==> src/rtl/rtc_bus_sequencer.sv <==
// rtc_bus_sequencer: table-driven sequencer for the multiplexed RTC bus
// (a_d, cs, rd, wr, all active-low). It runs a programmable list of
// register writes/reads and returns read data tagged with its table index.
// Optional abort support is built when RTC_SEQ_ABORT_EN is defined.
//
// state  | meaning
// -------+-----------------------------------------------------------
// S_IDLE | strobes released, waiting for start
// S_ADDR | address phase: cs=0, wr=0, a_d=0, address driven
// S_GAP1 | strobes released between address and data phases
// S_DATA | data phase: write drives data with wr=0, read pulls rd=0
// S_GAP2 | strobes released after data; read result published here
module rtc_bus_sequencer #(
   parameter int DW     = 8,
   parameter int IW     = 4,
   parameter int T_ADDR = 4,
   parameter int T_GAP  = 2,
   parameter int T_DATA = 4
) (
   input  logic          clk,
   input  logic          reset,
   input  logic          cfg_we,
   input  logic [IW-1:0] cfg_idx,
   input  logic          cfg_rnw,
   input  logic [DW-1:0] cfg_addr,
   input  logic [DW-1:0] cfg_data,
   input  logic          start,
   input  logic [IW:0]   count,
   input  logic          abort,
   input  logic [DW-1:0] ad_in,
   output logic [DW-1:0] ad_out,
   output logic          ad_oe,
   output logic          a_d,
   output logic          cs,
   output logic          rd,
   output logic          wr,
   output logic          busy,
   output logic          done,
   output logic          aborted,
   output logic          rd_valid,
   output logic [DW-1:0] rd_data,
   output logic [IW-1:0] rd_idx
);

   localparam int         DEPTH   = 1 << IW;
   localparam logic [IW:0] CNT_MAX = (IW+1)'(DEPTH);
   localparam logic [3:0] LD_ADDR = 4'(T_ADDR - 1);
   localparam logic [3:0] LD_GAP  = 4'(T_GAP - 1);
   localparam logic [3:0] LD_DATA = 4'(T_DATA - 1);

   typedef enum logic [2:0] {
      S_IDLE = 3'd0,
      S_ADDR = 3'd1,
      S_GAP1 = 3'd2,
      S_DATA = 3'd3,
      S_GAP2 = 3'd4
   } state_t;

   state_t        state_q, state_d;
   logic [3:0]    tmr_q, tmr_d;
   logic [IW-1:0] ptr_q, ptr_d;
   logic [IW:0]   run_len_q, run_len_d;
   logic [IW:0]   ptr_inc;

   logic [DW-1:0] ad_out_q, ad_out_d;
   logic          ad_oe_q, ad_oe_d;
   logic          a_d_q, a_d_d;
   logic          cs_q, cs_d;
   logic          rd_q, rd_d;
   logic          wr_q, wr_d;
   logic          busy_q, busy_d;
   logic          done_q, done_d;
   logic          aborted_q, aborted_d;
   logic          rd_valid_q, rd_valid_d;
   logic [DW-1:0] rd_data_q, rd_data_d;
   logic [IW-1:0] rd_idx_q, rd_idx_d;

   logic          tbl_rnw_q  [DEPTH];
   logic [DW-1:0] tbl_addr_q [DEPTH];
   logic [DW-1:0] tbl_data_q [DEPTH];

   logic          abort_hit;

`ifdef RTC_SEQ_ABORT_EN
   logic abort_q, abort_d;

   // an abort request counts from the cycle it arrives; cleared once idle
   assign abort_hit = abort_q | abort;
   assign abort_d   = (state_q == S_IDLE) ? 1'b0 : abort_hit;

   // abort latch, only armed while a sequence is running
   always_ff @(posedge clk or negedge reset) begin
      if (!reset) abort_q <= 1'b0;
      else        abort_q <= abort_d;
   end
`else
   logic unused_abort;

   assign unused_abort = abort;
   assign abort_hit    = 1'b0;
`endif

   assign ptr_inc = {1'b0, ptr_q} + {{IW{1'b0}}, 1'b1};

   // access table; contents survive reset and are frozen while running
   always_ff @(posedge clk) begin
      if (cfg_we && !busy_q) begin
         tbl_rnw_q[cfg_idx]  <= cfg_rnw;
         tbl_addr_q[cfg_idx] <= cfg_addr;
         tbl_data_q[cfg_idx] <= cfg_data;
      end
   end

   // next state, phase timer, pointer, then bus outputs decoded from next state
   always_comb begin
      state_d    = state_q;
      tmr_d      = tmr_q;
      ptr_d      = ptr_q;
      run_len_d  = run_len_q;
      done_d     = 1'b0;
      aborted_d  = 1'b0;
      rd_valid_d = 1'b0;
      rd_data_d  = rd_data_q;
      rd_idx_d   = rd_idx_q;

      case (state_q)
         S_IDLE: begin
            if (start) begin
               if (count == '0) begin
                  done_d = 1'b1;
               end else begin
                  run_len_d = (count > CNT_MAX) ? CNT_MAX : count;
                  ptr_d     = '0;
                  tmr_d     = LD_ADDR;
                  state_d   = S_ADDR;
               end
            end
         end
         S_ADDR: begin
            if (tmr_q == '0) begin
               tmr_d   = LD_GAP;
               state_d = S_GAP1;
            end else begin
               tmr_d = tmr_q - 4'd1;
            end
         end
         S_GAP1: begin
            if (tmr_q == '0) begin
               tmr_d   = LD_DATA;
               state_d = S_DATA;
            end else begin
               tmr_d = tmr_q - 4'd1;
            end
         end
         S_DATA: begin
            if (tmr_q == '0) begin
               tmr_d   = LD_GAP;
               state_d = S_GAP2;
               // pads are sampled while rd is still low on the final data cycle
               if (tbl_rnw_q[ptr_q]) begin
                  rd_valid_d = 1'b1;
                  rd_data_d  = ad_in;
                  rd_idx_d   = ptr_q;
               end
            end else begin
               tmr_d = tmr_q - 4'd1;
            end
         end
         S_GAP2: begin
            if (tmr_q == '0) begin
               if (!abort_hit && (ptr_inc < run_len_q)) begin
                  ptr_d   = ptr_inc[IW-1:0];
                  tmr_d   = LD_ADDR;
                  state_d = S_ADDR;
               end else begin
                  ptr_d     = '0;
                  tmr_d     = '0;
                  state_d   = S_IDLE;
                  done_d    = 1'b1;
                  aborted_d = abort_hit;
               end
            end else begin
               tmr_d = tmr_q - 4'd1;
            end
         end
         default: begin
            state_d = S_IDLE;
         end
      endcase

      ad_out_d = '0;
      ad_oe_d  = 1'b0;
      a_d_d    = 1'b1;
      cs_d     = 1'b1;
      rd_d     = 1'b1;
      wr_d     = 1'b1;
      busy_d   = (state_d != S_IDLE);

      case (state_d)
         S_ADDR: begin
            cs_d     = 1'b0;
            wr_d     = 1'b0;
            a_d_d    = 1'b0;
            ad_oe_d  = 1'b1;
            ad_out_d = tbl_addr_q[ptr_d];
         end
         S_DATA: begin
            cs_d = 1'b0;
            if (tbl_rnw_q[ptr_d]) begin
               rd_d = 1'b0;
            end else begin
               wr_d     = 1'b0;
               ad_oe_d  = 1'b1;
               ad_out_d = tbl_data_q[ptr_d];
            end
         end
         default: begin
         end
      endcase
   end

   // state and registered outputs; reset releases every strobe at once
   always_ff @(posedge clk or negedge reset) begin
      if (!reset) begin
         state_q    <= S_IDLE;
         tmr_q      <= '0;
         ptr_q      <= '0;
         run_len_q  <= '0;
         ad_out_q   <= '0;
         ad_oe_q    <= 1'b0;
         a_d_q      <= 1'b1;
         cs_q       <= 1'b1;
         rd_q       <= 1'b1;
         wr_q       <= 1'b1;
         busy_q     <= 1'b0;
         done_q     <= 1'b0;
         aborted_q  <= 1'b0;
         rd_valid_q <= 1'b0;
         rd_data_q  <= '0;
         rd_idx_q   <= '0;
      end else begin
         state_q    <= state_d;
         tmr_q      <= tmr_d;
         ptr_q      <= ptr_d;
         run_len_q  <= run_len_d;
         ad_out_q   <= ad_out_d;
         ad_oe_q    <= ad_oe_d;
         a_d_q      <= a_d_d;
         cs_q       <= cs_d;
         rd_q       <= rd_d;
         wr_q       <= wr_d;
         busy_q     <= busy_d;
         done_q     <= done_d;
         aborted_q  <= aborted_d;
         rd_valid_q <= rd_valid_d;
         rd_data_q  <= rd_data_d;
         rd_idx_q   <= rd_idx_d;
      end
   end

   assign ad_out   = ad_out_q;
   assign ad_oe    = ad_oe_q;
   assign a_d      = a_d_q;
   assign cs       = cs_q;
   assign rd       = rd_q;
   assign wr       = wr_q;
   assign busy     = busy_q;
   assign done     = done_q;
   assign aborted  = aborted_q;
   assign rd_valid = rd_valid_q;
   assign rd_data  = rd_data_q;
   assign rd_idx   = rd_idx_q;

endmodule

==> config.mk <==
export PLATFORM = sky130hd
export DESIGN_NAME = rtc_bus_sequencer
export DESIGN_NICKNAME = d
export VERILOG_FILES = /design/src/rtl/rtc_bus_sequencer.sv
export SDC_FILE = /design/constraint.sdc
export NUM_CORES = 1
export LEC_CHECK = 0
export ABC_CLOCK_PERIOD_IN_PS = 4200
export CAP_MARGIN = 20
export CORE_MARGIN = 3
export CORE_UTILIZATION = 60
export DETAILED_ROUTE_END_ITERATION = 6
export PLACE_DENSITY = 0.9
export SYNTH_ARGS = -nofsm -noshare
export SYNTH_HDL_FRONTEND = slang
export SYNTH_SLANG_ARGS = --single-unit
==> constraint.sdc <==
create_clock -name clk -period 4.2 [get_ports clk]
set_input_delay 0.84 -clock clk [delete_from_list [all_inputs] [get_ports clk]]
set_output_delay 0.84 -clock clk [all_outputs]
set_load 0.1 [all_outputs]
==> flow_metrics.py <==
metrics = {
    "run_status": {
        "status": "complete, no violations",
    },
    "drt": {
        "ant_nets": 0,
        "vias": 9000,
        "firstDrtPassIters": 6,
        "vias_per_cell": 6.603,
        "route.detailed.drc": 0,
        "drtIter0Drc": 995,
        "wirelength_microns": 32040,
        "drt-wirelength-per-cell_microns": 23.50,
    },
    "critical_path": {
        "crit_cells": 15,
        "critical_path_required_ns": 4.64,
        "crit_top_cell": "a21oi_1",
        "crit_type": "flip-flop to flip-flop",
        "max_stage_delay_ns": 0.38,
        "r2r_slack_ns": 0.37,
        "cpMaxStageDelayCell": "dfrtp_1",
        "worstPathCellList": "ha_1 > nor2b_1 > or2_2 > ha_1 > a21oi_1 > o21ai_0 > a21oi_1 > a31oi_4 > inv_2 > buf_4 > a21oi_1 > a22o_1 > o22ai_1 > a221oi_1 > o31ai_1",
        "cp-end-kind": "flip-flop",
        "crit_family": "compound AO/OA/AOI/OAI gates",
        "critical_path_arrival_ns": 4.26,
        "reg2reg_depth": 15,
        "crit_buf_inv": 2,
        "crit_fanout": 13,
        "r2r_end": "ad_out[1]",
        "crit_path_start_kind": "flip-flop",
        "worstSetupEndpoint": "ad_out[1]",
        "worstSetupStartpoint": "ptr_q[0]",
        "r2r-start": "ptr_q[0]",
    },
    "logic_synthesis": {
        "avgSynthCellArea_sq_um": 13.20,
        "synth_nets": 1029,
        "synthTopCellsByArea": "edfxtp_1, dfrtp_1, nand2_1",
        "synth_edf_count": 272,
        "synth_top_flop_cell": "edfxtp_1",
        "synth_cells": 983,
        "ys_async_sr_fraction": 0.1392,
        "yosys.area.top_type": "edfxtp_1",
        "ys_seq_elements": 316,
        "seq_area_frac_synth": 0.7150,
        "yosys_warnings": 0,
        "synth_top_area_share": 0.6297,
        "netlist_area_sq_um": 12970,
        "ys_types": 59,
    },
    "power_and_ir_drop": {
        "pwr_density_cell_nw_per_um2": 590.7,
        "power_w": 0.008977,
        "vdd_drop_max_v": 0.0004841,
        "p_leak_nw": 5.304,
    },
    "clock_network": {
        "cts_tree": "done",
        "post-cts-setup-buffers": 0,
        "cts.sinks": 316,
        "cts-htree-levels": 1,
        "clk_path_buf_depth": 3,
        "holdBufCountCts": 0,
        "root_buffer": "clkbuf_16",
        "ctsResizeCount": 0,
        "cts_buffers": 31,
        "clk_latency_ns": 0.57,
        "cts.reportedPaths.clkPinSlew_ns": 0.07,
    },
    "die": {
        "core_region_area_sq_um": 21150,
        "die_height_microns": 153.0,
        "initial_core_util": 0.6132,
        "die_width_microns": 153.0,
        "io_pins": 68,
        "rows": 53,
        "die_area_sq_um": 23420,
    },
    "timing": {
        "fin_setup_tns_ns": 0,
        "fmax_mhz": 261.4,
        "finalHoldViolCount": 0,
        "timing.final.max_slew_violations": 0,
        "max_slew.worst_pin.slew_ns": 1.001,
        "rsz0062_at_grt": "no",
        "fin_crit_sh": 0.9108,
        "fin_skew_ns": 0.009454,
        "slew-limit-headroom": 0.3307,
        "setup_violations": 0,
        "period_needed_ns": 3.825,
    },
    "worst_hold_path": {
        "min_path_type": "input pin to async pin",
    },
    "grt": {
        "grt_max_degree": 58,
        "overflow": 0,
        "track_usage": 0.2691,
        "grt_pass1_wl_microns": 49260,
        "antenna_found_initial": 0,
        "grt_pass1_vias": 8971,
    },
    "final_layout": {
        "layout_commonest_cell": "edfxtp_1",
        "antennaDiodeCount": 0,
        "syn2layout_area_growth_pct": 17.16,
        "nFillCells": 1217,
        "regArea_sq_um": 9274,
        "final_net_count": 1109,
        "layout_common_cells": "edfxtp_1, nand2_1, a21oi_1, clkdlybuf4s50_1, nand3_1",
        "drive_above_1_share": 0.1204,
        "multi_input_area_sq_um": 3411,
    },
    "job": {
        "maxCapViolCount": 0,
    },
    "placement": {
        "numPortBuffers": 65,
        "routabilityCongestion": 0.8675,
        "hpwlAfterDp_microns": 18000,
    },
}
through the flow:
stage	setup WS (ns)	cell area, sq um	utilization	instances	hold WS (ns)
6_report	0.3747	15200	0.7184	1363	0.1098
5_1_grt	0.1318	15200	0.7184	1363	0.1042
3_5_place_dp	0.1885	14120	0.6674	1304	0.4489
3_3_place_gp	0.2672	14120	0.6674	1304	0.4438
2_1_floorplan	0.7849	12970	-	983	0.4324
4_1_cts	0.3427	15180	0.7175	1362	0.4616
sequential cells by signal, indices dropped and copies added, names as in the netlist, 3 cells and up:
signal,count
tbl_addr_q,128
tbl_data_q,128
tbl_rnw_q,16
ad_out,8
rd_data,8
run_len_q,5
ptr_q,4
rd_idx,4
tmr_q,4
state_q,3
cell type report:
type                            instances  share of cell area
Clock inverter                         10            0.009139
Multi-Input combinational cell        592              0.2244
Tap cell                              275             0.02264
Inverter                               15            0.004034
Sequential cell                       316              0.6102
Clock buffer                           48             0.06051
Timing Repair Buffer                  107             0.06899
kinds of logic after synthesis:
family,count (synthesis),share of synthesized area
simple gates,347,0.1197
flops,316,0.7150
compound gates,229,0.1213
buf+inv,75,0.02624
fa+ha+maj,7,0.006752
mux,5,0.008682
xor+xnor,3,0.002026
other cells,1,0.0002891
worst min path at each step:
stage	start	endpoint	slack [ns]	cells after the start
after CTS	run_len_q[0]	run_len_q[0]	0.46	2
after global placement	run_len_q[0]	run_len_q[0]	0.44	2
after floorplan	run_len_q[0]	run_len_q[0]	0.43	2
after global routing	reset	tmr_q[3]	0.10	1
final	reset	tmr_q[3]	0.11	1
after detailed placement	run_len_q[0]	run_len_q[0]	0.45	2
power breakdown:
| group | total, W | leakage (nW) | internal, W | switching [W] |
|---|---|---|---|---|
| Sequential | 0.00376 | 2.99 | 0.00362 | 0.000134 |
| Combinational | 0.00237 | 1.79 | 0.000664 | 0.00170 |
| Clock | 0.00285 | 0.523 | 0.00169 | 0.00116 |
| Total | 0.00898 | 5.30 | 0.00598 | 0.00300 |
Yosys cell counts (4+ instances only):
library cell,n
edfxtp_1,272
nand2_1,221
a21oi_1,65
nand3_1,43
dfrtp_1,40
clkbuf_1,28
nor2_1,26
buf_2,22
o21ai_0,21
a311oi_1,19
a211oi_1,17
a31oi_1,17
a21boi_0,15
a22o_1,15
a22oi_1,14
inv_1,14
o22ai_1,9
nor3_1,8
nor3b_1,8
a221oi_1,7
ha_1,7
o22a_1,7
o31ai_1,7
nand2b_1,6
nand3b_1,6
or3_1,6
and3_1,5
buf_1,5
mux4_2,5
dfstp_2,4
nor2b_1,4
layer usage:
layer  track usage  wire length, microns  vias up
met1        0.3491                 11190     4310
met3       0.05719                  3650      111
met4        0.1230                  1419        0
met5             0                     0        -
met2        0.4417                 15780      737
li1              -                     -     3842
Power figures use the tool's default switching activity.
